File: src/rtl/dac_sample_sched.sv
// Two-source sample scheduler for the 4-bit PWM DAC: combinational req/ack into one-deep slots,
// at most one commit per frame (decided on frame_tick, visible next cycle), starvation guard and idle decay.
module dac_sample_sched #(
    parameter int FRAME_LEN   = 8192,
    parameter int STARVE_MAX  = 4,
    parameter int IDLE_FRAMES = 64
) (
    input  logic       Clk,
    input  logic       Reset_n,
    input  logic       req_a,
    input  logic [3:0] data_a,
    output logic       ack_a,
    input  logic       req_b,
    input  logic [3:0] data_b,
    output logic       ack_b,
    input  logic       mute,
    output logic [3:0] dac_code,
    output logic       frame_tick,
    output logic [1:0] src_sel
);

    localparam int CW = $clog2(FRAME_LEN);
    localparam int SW = $clog2(STARVE_MAX + 1);
    localparam int IW = $clog2(IDLE_FRAMES + 1);
    localparam logic [CW-1:0] LP_CNT_LAST   = CW'(FRAME_LEN - 1);
    localparam logic [CW-1:0] LP_CNT_PRE    = CW'(FRAME_LEN - 2);
    localparam logic [SW-1:0] LP_STARVE_MAX = SW'(STARVE_MAX);
    localparam logic [IW-1:0] LP_IDLE_MAX   = IW'(IDLE_FRAMES);

    typedef enum logic [1:0] {ST_IDLE, ST_LOAD, ST_HOLD, ST_DECAY} state_t;

    logic [CW-1:0] r_cnt;
    logic          r_tick;
    logic [3:0]    r_slot_a, r_slot_b;
    logic          r_full_a, r_full_b;
    logic          r_ack_a_q, r_ack_b_q;
    logic [SW-1:0] r_starve;
    logic [IW-1:0] r_idle;
    state_t        r_state;
    logic [3:0]    r_code;
    logic [1:0]    r_src;

    logic          w_ack_a, w_ack_b;
    logic          w_win_a, w_win_b;
    logic [IW-1:0] w_idle_inc;
    state_t        w_state_nxt;
    logic [3:0]    w_code_nxt;
    logic [1:0]    w_src_nxt;
    logic [IW-1:0] w_idle_nxt;
    logic [SW-1:0] w_starve_nxt;

    // Ack is combinational so data is captured in the pulse cycle; gated by reset so all
    // outputs read 0 while Reset_n is low. The registered ack enforces the one-cycle gap.
    assign w_ack_a = Reset_n & req_a & ~r_full_a & ~r_ack_a_q;
    assign w_ack_b = Reset_n & req_b & ~r_full_b & ~r_ack_b_q;

    assign w_win_b    = r_tick & r_full_b & (~r_full_a | (r_starve == LP_STARVE_MAX));
    assign w_win_a    = r_tick & r_full_a & ~w_win_b;
    assign w_idle_inc = (r_idle == LP_IDLE_MAX) ? r_idle : r_idle + 1'b1;

    assign ack_a      = w_ack_a;
    assign ack_b      = w_ack_b;
    assign dac_code   = r_code;
    assign frame_tick = r_tick;
    assign src_sel    = r_src;

    always_ff @(posedge Clk or negedge Reset_n) begin
        if (!Reset_n) begin
            r_cnt  <= '0;
            r_tick <= 1'b0;
        end else begin
            r_cnt  <= (r_cnt == LP_CNT_LAST) ? '0 : r_cnt + 1'b1;
            r_tick <= (r_cnt == LP_CNT_PRE);
        end
    end

    // Slots: an ack never coincides with a drain because a draining slot is full.
    always_ff @(posedge Clk or negedge Reset_n) begin
        if (!Reset_n) begin
            r_slot_a  <= '0;
            r_slot_b  <= '0;
            r_full_a  <= 1'b0;
            r_full_b  <= 1'b0;
            r_ack_a_q <= 1'b0;
            r_ack_b_q <= 1'b0;
        end else begin
            r_ack_a_q <= w_ack_a;
            r_ack_b_q <= w_ack_b;
            if (w_ack_a) begin
                r_slot_a <= data_a;
                r_full_a <= 1'b1;
            end else if (w_win_a) begin
                r_full_a <= 1'b0;
            end
            if (w_ack_b) begin
                r_slot_b <= data_b;
                r_full_b <= 1'b1;
            end else if (w_win_b) begin
                r_full_b <= 1'b0;
            end
        end
    end

    always_ff @(posedge Clk or negedge Reset_n) begin
        if (!Reset_n) begin
            r_state  <= ST_IDLE;
            r_code   <= '0;
            r_src    <= 2'b00;
            r_idle   <= '0;
            r_starve <= '0;
        end else begin
            r_state  <= w_state_nxt;
            r_code   <= w_code_nxt;
            r_src    <= w_src_nxt;
            r_idle   <= w_idle_nxt;
            r_starve <= w_starve_nxt;
        end
    end

    always_comb begin
        w_state_nxt  = r_state;
        w_code_nxt   = r_code;
        w_src_nxt    = r_src;
        w_idle_nxt   = r_idle;
        w_starve_nxt = r_starve;

        if (r_state == ST_LOAD) begin
            w_state_nxt = ST_HOLD;
        end

        if (r_tick) begin
            if (!r_full_b || w_win_b) begin
                w_starve_nxt = '0;
            end else if (r_starve != LP_STARVE_MAX) begin
                w_starve_nxt = r_starve + 1'b1;
            end

            if (w_win_a || w_win_b) begin
                w_code_nxt  = mute ? 4'd0 : (w_win_a ? r_slot_a : r_slot_b);
                w_src_nxt   = w_win_a ? 2'b01 : 2'b10;
                w_idle_nxt  = '0;
                w_state_nxt = ST_LOAD;
            end else begin
                w_idle_nxt = w_idle_inc;
                if (mute) begin
                    w_code_nxt  = 4'd0;
                    w_src_nxt   = 2'b00;
                    w_state_nxt = ST_IDLE;
                end else if (r_state == ST_DECAY || w_idle_inc == LP_IDLE_MAX) begin
                    // Decay steps on the same tick the idle count saturates.
                    w_src_nxt = 2'b00;
                    if (r_code > 4'd1) begin
                        w_code_nxt  = r_code - 4'd1;
                        w_state_nxt = ST_DECAY;
                    end else begin
                        w_code_nxt  = 4'd0;
                        w_state_nxt = ST_IDLE;
                    end
                end
            end
        end
    end

endmodule

File: config.mk
export PLATFORM = sky130hd
export DESIGN_NAME = dac_sample_sched
export DESIGN_NICKNAME = d
export VERILOG_FILES = /design/src/rtl/dac_sample_sched.sv
export SDC_FILE = /design/constraint.sdc
export NUM_CORES = 1
export LEC_CHECK = 0
export ABC_AREA = 1
export BUFFER_PORTS_ARGS = -buffer_cell sky130_fd_sc_hd__buf_2
export CAP_MARGIN = 40
export CORE_UTILIZATION = 45
export DETAILED_ROUTE_END_ITERATION = 10
export GPL_TIMING_DRIVEN = 0
export PLACE_DENSITY = 0.62
export SYNTH_ARGS = -nofsm -noshare
export SYNTH_HDL_FRONTEND = slang
export SYNTH_SLANG_ARGS = --single-unit
File: constraint.sdc
create_clock -name Clk -period 2.9 [get_ports Clk]
set_input_delay 0.145 -clock Clk [delete_from_list [all_inputs] [get_ports Clk]]
set_output_delay 0.145 -clock Clk [all_outputs]
set_load 0.02 [all_outputs]
==> flow_summary.html <==
<table>
<tr><th>Metric</th><th>Value</th></tr>
<tr><th colspan="2">Yosys</th></tr>
<tr><td>Count of distinct cell types in the synthesized netlist</td><td>34</td></tr>
<tr><td>Number of warning messages in the yosys log</td><td>0</td></tr>
<tr><td>Proportion of synthesized chip area in sequential cells</td><td>48.33%</td></tr>
<tr><td>Number of synthesized register bits</td><td>44</td></tr>
<tr><td>Cell count after synthesis</td><td>273</td></tr>
<tr><td>Synthesized area per cell</td><td>approximately 8.3 µm²</td></tr>
<tr><td>Combined area of all synthesized cells</td><td>~0.0023 mm²</td></tr>
<tr><td>Nets in the synthesized netlist</td><td>roughly 290</td></tr>
<tr><th colspan="2">Critical path</th></tr>
<tr><td>Worst-case register-to-register setup slack</td><td>about 1.2 ns</td></tr>
<tr><td>Worst Setup Start Kind</td><td>input port</td></tr>
<tr><td>Category of the critical setup timing path</td><td>input port to output port</td></tr>
<tr><td>CP max-delay cell</td><td>dlygate4sd3_1</td></tr>
<tr><td>CP Data Arrival Time</td><td>between 2 and 2.5 ns</td></tr>
<tr><td>Capturing element type of the critical path</td><td>output port</td></tr>
<tr><td>Critical path endpoint</td><td>ack_a</td></tr>
<tr><td>RR Endpoint</td><td>dac_code[3]</td></tr>
<tr><td>Cell seen most often among critical-path stages</td><td>buf_2</td></tr>
<tr><td>Beginning of the worst register-to-register path</td><td>r_idle[0]</td></tr>
<tr><td>CP peak stage delay</td><td>0.52 ns</td></tr>
<tr><td>Cell-by-cell listing of the critical path</td><td>dlygate4sd3_1, buf_2, buf_12, nand2_1, nor3_1, buf_2</td></tr>
<tr><td>Critical path required time</td><td>2.76 ns</td></tr>
<tr><td>Startpoint of the most critical setup path</td><td>Reset_n</td></tr>
<tr><td>Highest net fanout along the worst path</td><td>32</td></tr>
<tr><td>R2R cell count</td><td>13</td></tr>
<tr><th colspan="2">Die</th></tr>
<tr><td>Floorplan die width</td><td>between 70 and 80 µm</td></tr>
<tr><td>Die area</td><td>0.005352 mm²</td></tr>
<tr><td>Standard cell core area</td><td>~0.0048 mm²</td></tr>
<tr><td>Number of ports placed on the die boundary</td><td>22</td></tr>
<tr><td>Effective utilization at floorplan</td><td>around 48%</td></tr>
<tr><td>Placement Rows</td><td>25</td></tr>
<tr><td>Die height</td><td>~73 µm</td></tr>
<tr><th colspan="2">Min path</th></tr>
<tr><td>Path type of the worst min-delay path</td><td>input port to flop</td></tr>
<tr><th colspan="2">Clock tree</th></tr>
<tr><td>Number of resized instances in the post-cts repair step</td><td>0</td></tr>
<tr><td>Buffer count from post-CTS setup fixing</td><td>0</td></tr>
<tr><td>Clock buffers created by TritonCTS</td><td>5</td></tr>
<tr><td>CTS tree</td><td>built</td></tr>
<tr><td>Clk buf depth</td><td>2</td></tr>
<tr><td>Clock tree sinks</td><td>44</td></tr>
<tr><td>Clock transition at path regs</td><td>~0.08 ns</td></tr>
<tr><td>Hold buffer count at CTS</td><td>1</td></tr>
<tr><td>Buffer cell driving the clock tree root</td><td>clkbuf_8</td></tr>
<tr><td>Clock latency of the later-clocked register in the worst-skew pair</td><td>around 0.30 ns</td></tr>
<tr><td>Max H-tree Level</td><td>2</td></tr>
<tr><th colspan="2">Cells and area</th></tr>
<tr><td>Finished Cell Area</td><td>roughly 0.0026 mm²</td></tr>
<tr><td>Utilization of the core after routing</td><td>54.12%</td></tr>
<tr><td>Area of all sequential standard cells</td><td>roughly 0.0011 mm²</td></tr>
<tr><td>Final net count</td><td>324</td></tr>
<tr><td>Area delta synth-&gt;final</td><td>13.67%</td></tr>
<tr><td>Area of the multi-input gates</td><td>slightly above 0.001 mm²</td></tr>
<tr><td>Fill count</td><td>477</td></tr>
<tr><td>Final instance count without filler cells</td><td>roughly 370</td></tr>
<tr><td>Share of layout cells above drive strength 1</td><td>approximately 16%</td></tr>
<tr><td>Number of diodes added for antenna fixing</td><td>0</td></tr>
<tr><th colspan="2">Placement</th></tr>
<tr><td>Final Wtd Congestion</td><td>0.7709</td></tr>
<tr><td>HPWL after detailed placement</td><td>between 3000 and 4000 µm</td></tr>
<tr><td>Post-Place Cells</td><td>around 360</td></tr>
<tr><td>Total of buffers placed on input and output ports</td><td>21</td></tr>
<tr><td>Placement Cell Area</td><td>roughly 0.0025 mm²</td></tr>
<tr><th colspan="2">STA</th></tr>
<tr><td>Final clock skew</td><td>slightly above 0.003 ns</td></tr>
<tr><td>Max Fclk</td><td>roughly 440 MHz</td></tr>
<tr><td>Slew HR</td><td>58.31%</td></tr>
<tr><td>Final setup violation count</td><td>0</td></tr>
<tr><td>Setup TNS after final layout</td><td>0 ns</td></tr>
<tr><td>Slew at the pin with the worst max-slew slack</td><td>0.6206 ns</td></tr>
<tr><td>Post-route fraction of the period consumed by the critical path</td><td>around 78%</td></tr>
<tr><td>Final critical-path required period</td><td>~2.2 ns</td></tr>
<tr><td>Setup repair after global routing missed its margin</td><td>false</td></tr>
<tr><td>Final hold slack</td><td>between 0.04 and 0.05 ns</td></tr>
<tr><td>Number of hold violations in the final report</td><td>0</td></tr>
<tr><td>Count of final max-slew check failures</td><td>0</td></tr>
<tr><th colspan="2">Pwr</th></tr>
<tr><td>Static leakage</td><td>1.310 nW</td></tr>
<tr><td>Worst voltage drop across the vdd grid</td><td>roughly 0.38 mV</td></tr>
<tr><td>Ratio of total power to cell area</td><td>approximately 440 mW/mm²</td></tr>
<tr><th colspan="2">Drt</th></tr>
<tr><td>First-pass DRT Iterations</td><td>4</td></tr>
<tr><td>Avg WL per Cell</td><td>11.19 µm</td></tr>
<tr><td>Detail Route Antenna Nets</td><td>0</td></tr>
<tr><td>Starting DRT DRC Count</td><td>between 40 and 50</td></tr>
<tr><td>Total via count in the routed design</td><td>~1,800</td></tr>
<tr><td>Total wire length after detailed routing</td><td>between 4000 and 5000 µm</td></tr>
<tr><td>Drc violations</td><td>0</td></tr>
<tr><td>Via-per-instance ratio</td><td>roughly 4.7</td></tr>
<tr><th colspan="2">GRT</th></tr>
<tr><td>Pin count of the biggest net entering global routing</td><td>33</td></tr>
<tr><td>Antenna violations before repair</td><td>0</td></tr>
<tr><td>Aggregate global-route resource usage</td><td>between 10% and 20%</td></tr>
<tr><td>Wire length of the first global-routing pass</td><td>around 7200 µm</td></tr>
<tr><td>Overflow left after global routing</td><td>0</td></tr>
<tr><td>Vias in the first global route</td><td>roughly 1,600</td></tr>
<tr><th colspan="2">Flow run</th></tr>
<tr><td>Max cap viols</td><td>0</td></tr>
<tr><th colspan="2">Outcome</th></tr>
<tr><td>Status</td><td>completed</td></tr>
</table>
## power by group
part,switching [mW],internal (mW),total [mW]
Combinational,0.0493,0.0303,0.0796
Clock,0.205,0.190,0.396
Sequential,0.0113,0.643,0.654
Total,0.266,0.863,1.13
## flip-flops by register name (all words and copies together), names as in the netlist
signal and cells:
r_cnt 13, r_idle 7, dac_code 4, r_slot_a 4, r_slot_b 4, r_starve 3
r_state 2, src_sel 2, frame_tick 1, r_ack_a_q 1, r_ack_b_q 1, r_full_a 1
r_full_b 1
## stage by stage
stage	power (mW)	setup WS, ns
after floorplan	0.7098	1.231
after global routing	1.189	0.4094
after detailed placement	0.7468	1.051
after CTS	1.150	0.5993
after global placement	0.7419	0.8194
final	1.129	0.6506
## placed cells by master, fill, tap and decap left out
master,synthesis,layout
a211oi_1,1,1
a21oi_1,6,6
a21oi_2,1,1
buf_12,0,1
buf_2,1,22
buf_4,1,1
buf_6,1,1
clkbuf_1,1,1
clkbuf_8,0,6
clkinv_1,1,1
clkinv_2,0,2
dfrtp_1,44,44
dlygate4sd3_1,0,1
ha_1,8,8
inv_1,34,34
nand2_1,79,79
nand2_2,1,1
nand2_4,1,1
nand3_1,18,18
nand3_2,3,3
nand3_4,1,1
nand3b_1,1,1
nand4_1,5,5
nor2_1,18,18
nor2_2,2,2
nor2_4,1,1
nor3_1,2,2
nor3_2,1,1
nor4_1,1,1
o211ai_1,4,4
o21ai_0,14,14
o21ai_1,3,3
o21bai_2,1,1
o22ai_1,4,4
or2_1,1,1
or2_2,3,3
xnor2_1,3,3
xor2_1,7,7
## critical path, delay by kind of cell
kind | cells | cell delay [ns]
buffers and inverters | 4 | 1.39
and+or+nand+nor | 2 | 0.56
## per-layer routing
layer,GRT usage [%],up-vias,wire [µm]
met1,24.43,788,2244
met2,26.34,23,1715
met3,4.834,6,126
met4,6.754,0,66
met5,0,-,0
li1,-,933,-
## worst min path at each step
stage	start	end	slack [ns]	cells past startpoint
after floorplan	Reset_n	dac_code[0]	-0.15	0
after global placement	data_a[1]	r_slot_a[1]	0.35	3
after detailed placement	Reset_n	r_idle[2]	0.08	1
after CTS	data_a[2]	r_slot_a[2]	0.04	3
after global routing	data_a[3]	r_slot_a[3]	0.04	3
final	data_a[3]	r_slot_a[3]	0.04	3
## area by class of cell
cell class	instances	share of cell area, %
buffer	4	1.063
clock buffer	6	3.188
clock inverter	2	0.3865
inverter	35	5.072
multi-input combinational	190	39.32
sequential	44	42.51
tap	67	3.237
timing repair buffer	23	5.217
## kinds of logic (layout without fill, tap and decap cells)
family                     Yosys count  count (layout)  synth area share [%]
AOI/OAI and AO/OA                   34              34                 8.677
xor gates and xnor gates            10              10                 3.844
adders and majority gates            8               8                 4.393
buffers and inverters               39              70                 6.974
DFF                                 44              44                 48.33
and+or+nand+nor                    138             138                 27.79
## cells in the mapped netlist
cell type / count / share of area, %
clkinv_1: 1 / 0.16
nor2_1: 18 / 3.0
nor2_4: 1 / 0.49
or2_1: 1 / 0.27
a211oi_1: 1 / 0.33
buf_4: 1 / 0.33
ha_1: 8 / 4.4
o21ai_0: 14 / 3.1
o21bai_2: 1 / 0.49
nor4_1: 1 / 0.27
nor2_2: 2 / 0.55
nand2_1: 79 / 13
buf_6: 1 / 0.49
clkbuf_1: 1 / 0.16
nand4_1: 5 / 1.4
o22ai_1: 4 / 1.1
nand2_4: 1 / 0.49
nand3_1: 18 / 4.0
nand3b_1: 1 / 0.33
nand2_2: 1 / 0.27
inv_1: 34 / 5.6
nor3_2: 1 / 0.44
xnor2_1: 3 / 1.2
o211ai_1: 4 / 1.3
o21ai_1: 3 / 0.66
or2_2: 3 / 0.82
nand3_4: 1 / 0.77
nor3_1: 2 / 0.44
a21oi_1: 6 / 1.3
a21oi_2: 1 / 0.38
dfrtp_1: 44 / 48
xor2_1: 7 / 2.7
buf_2: 1 / 0.22
nand3_2: 3 / 1.3
No activity file was read; power rests on OpenSTA's default activity.
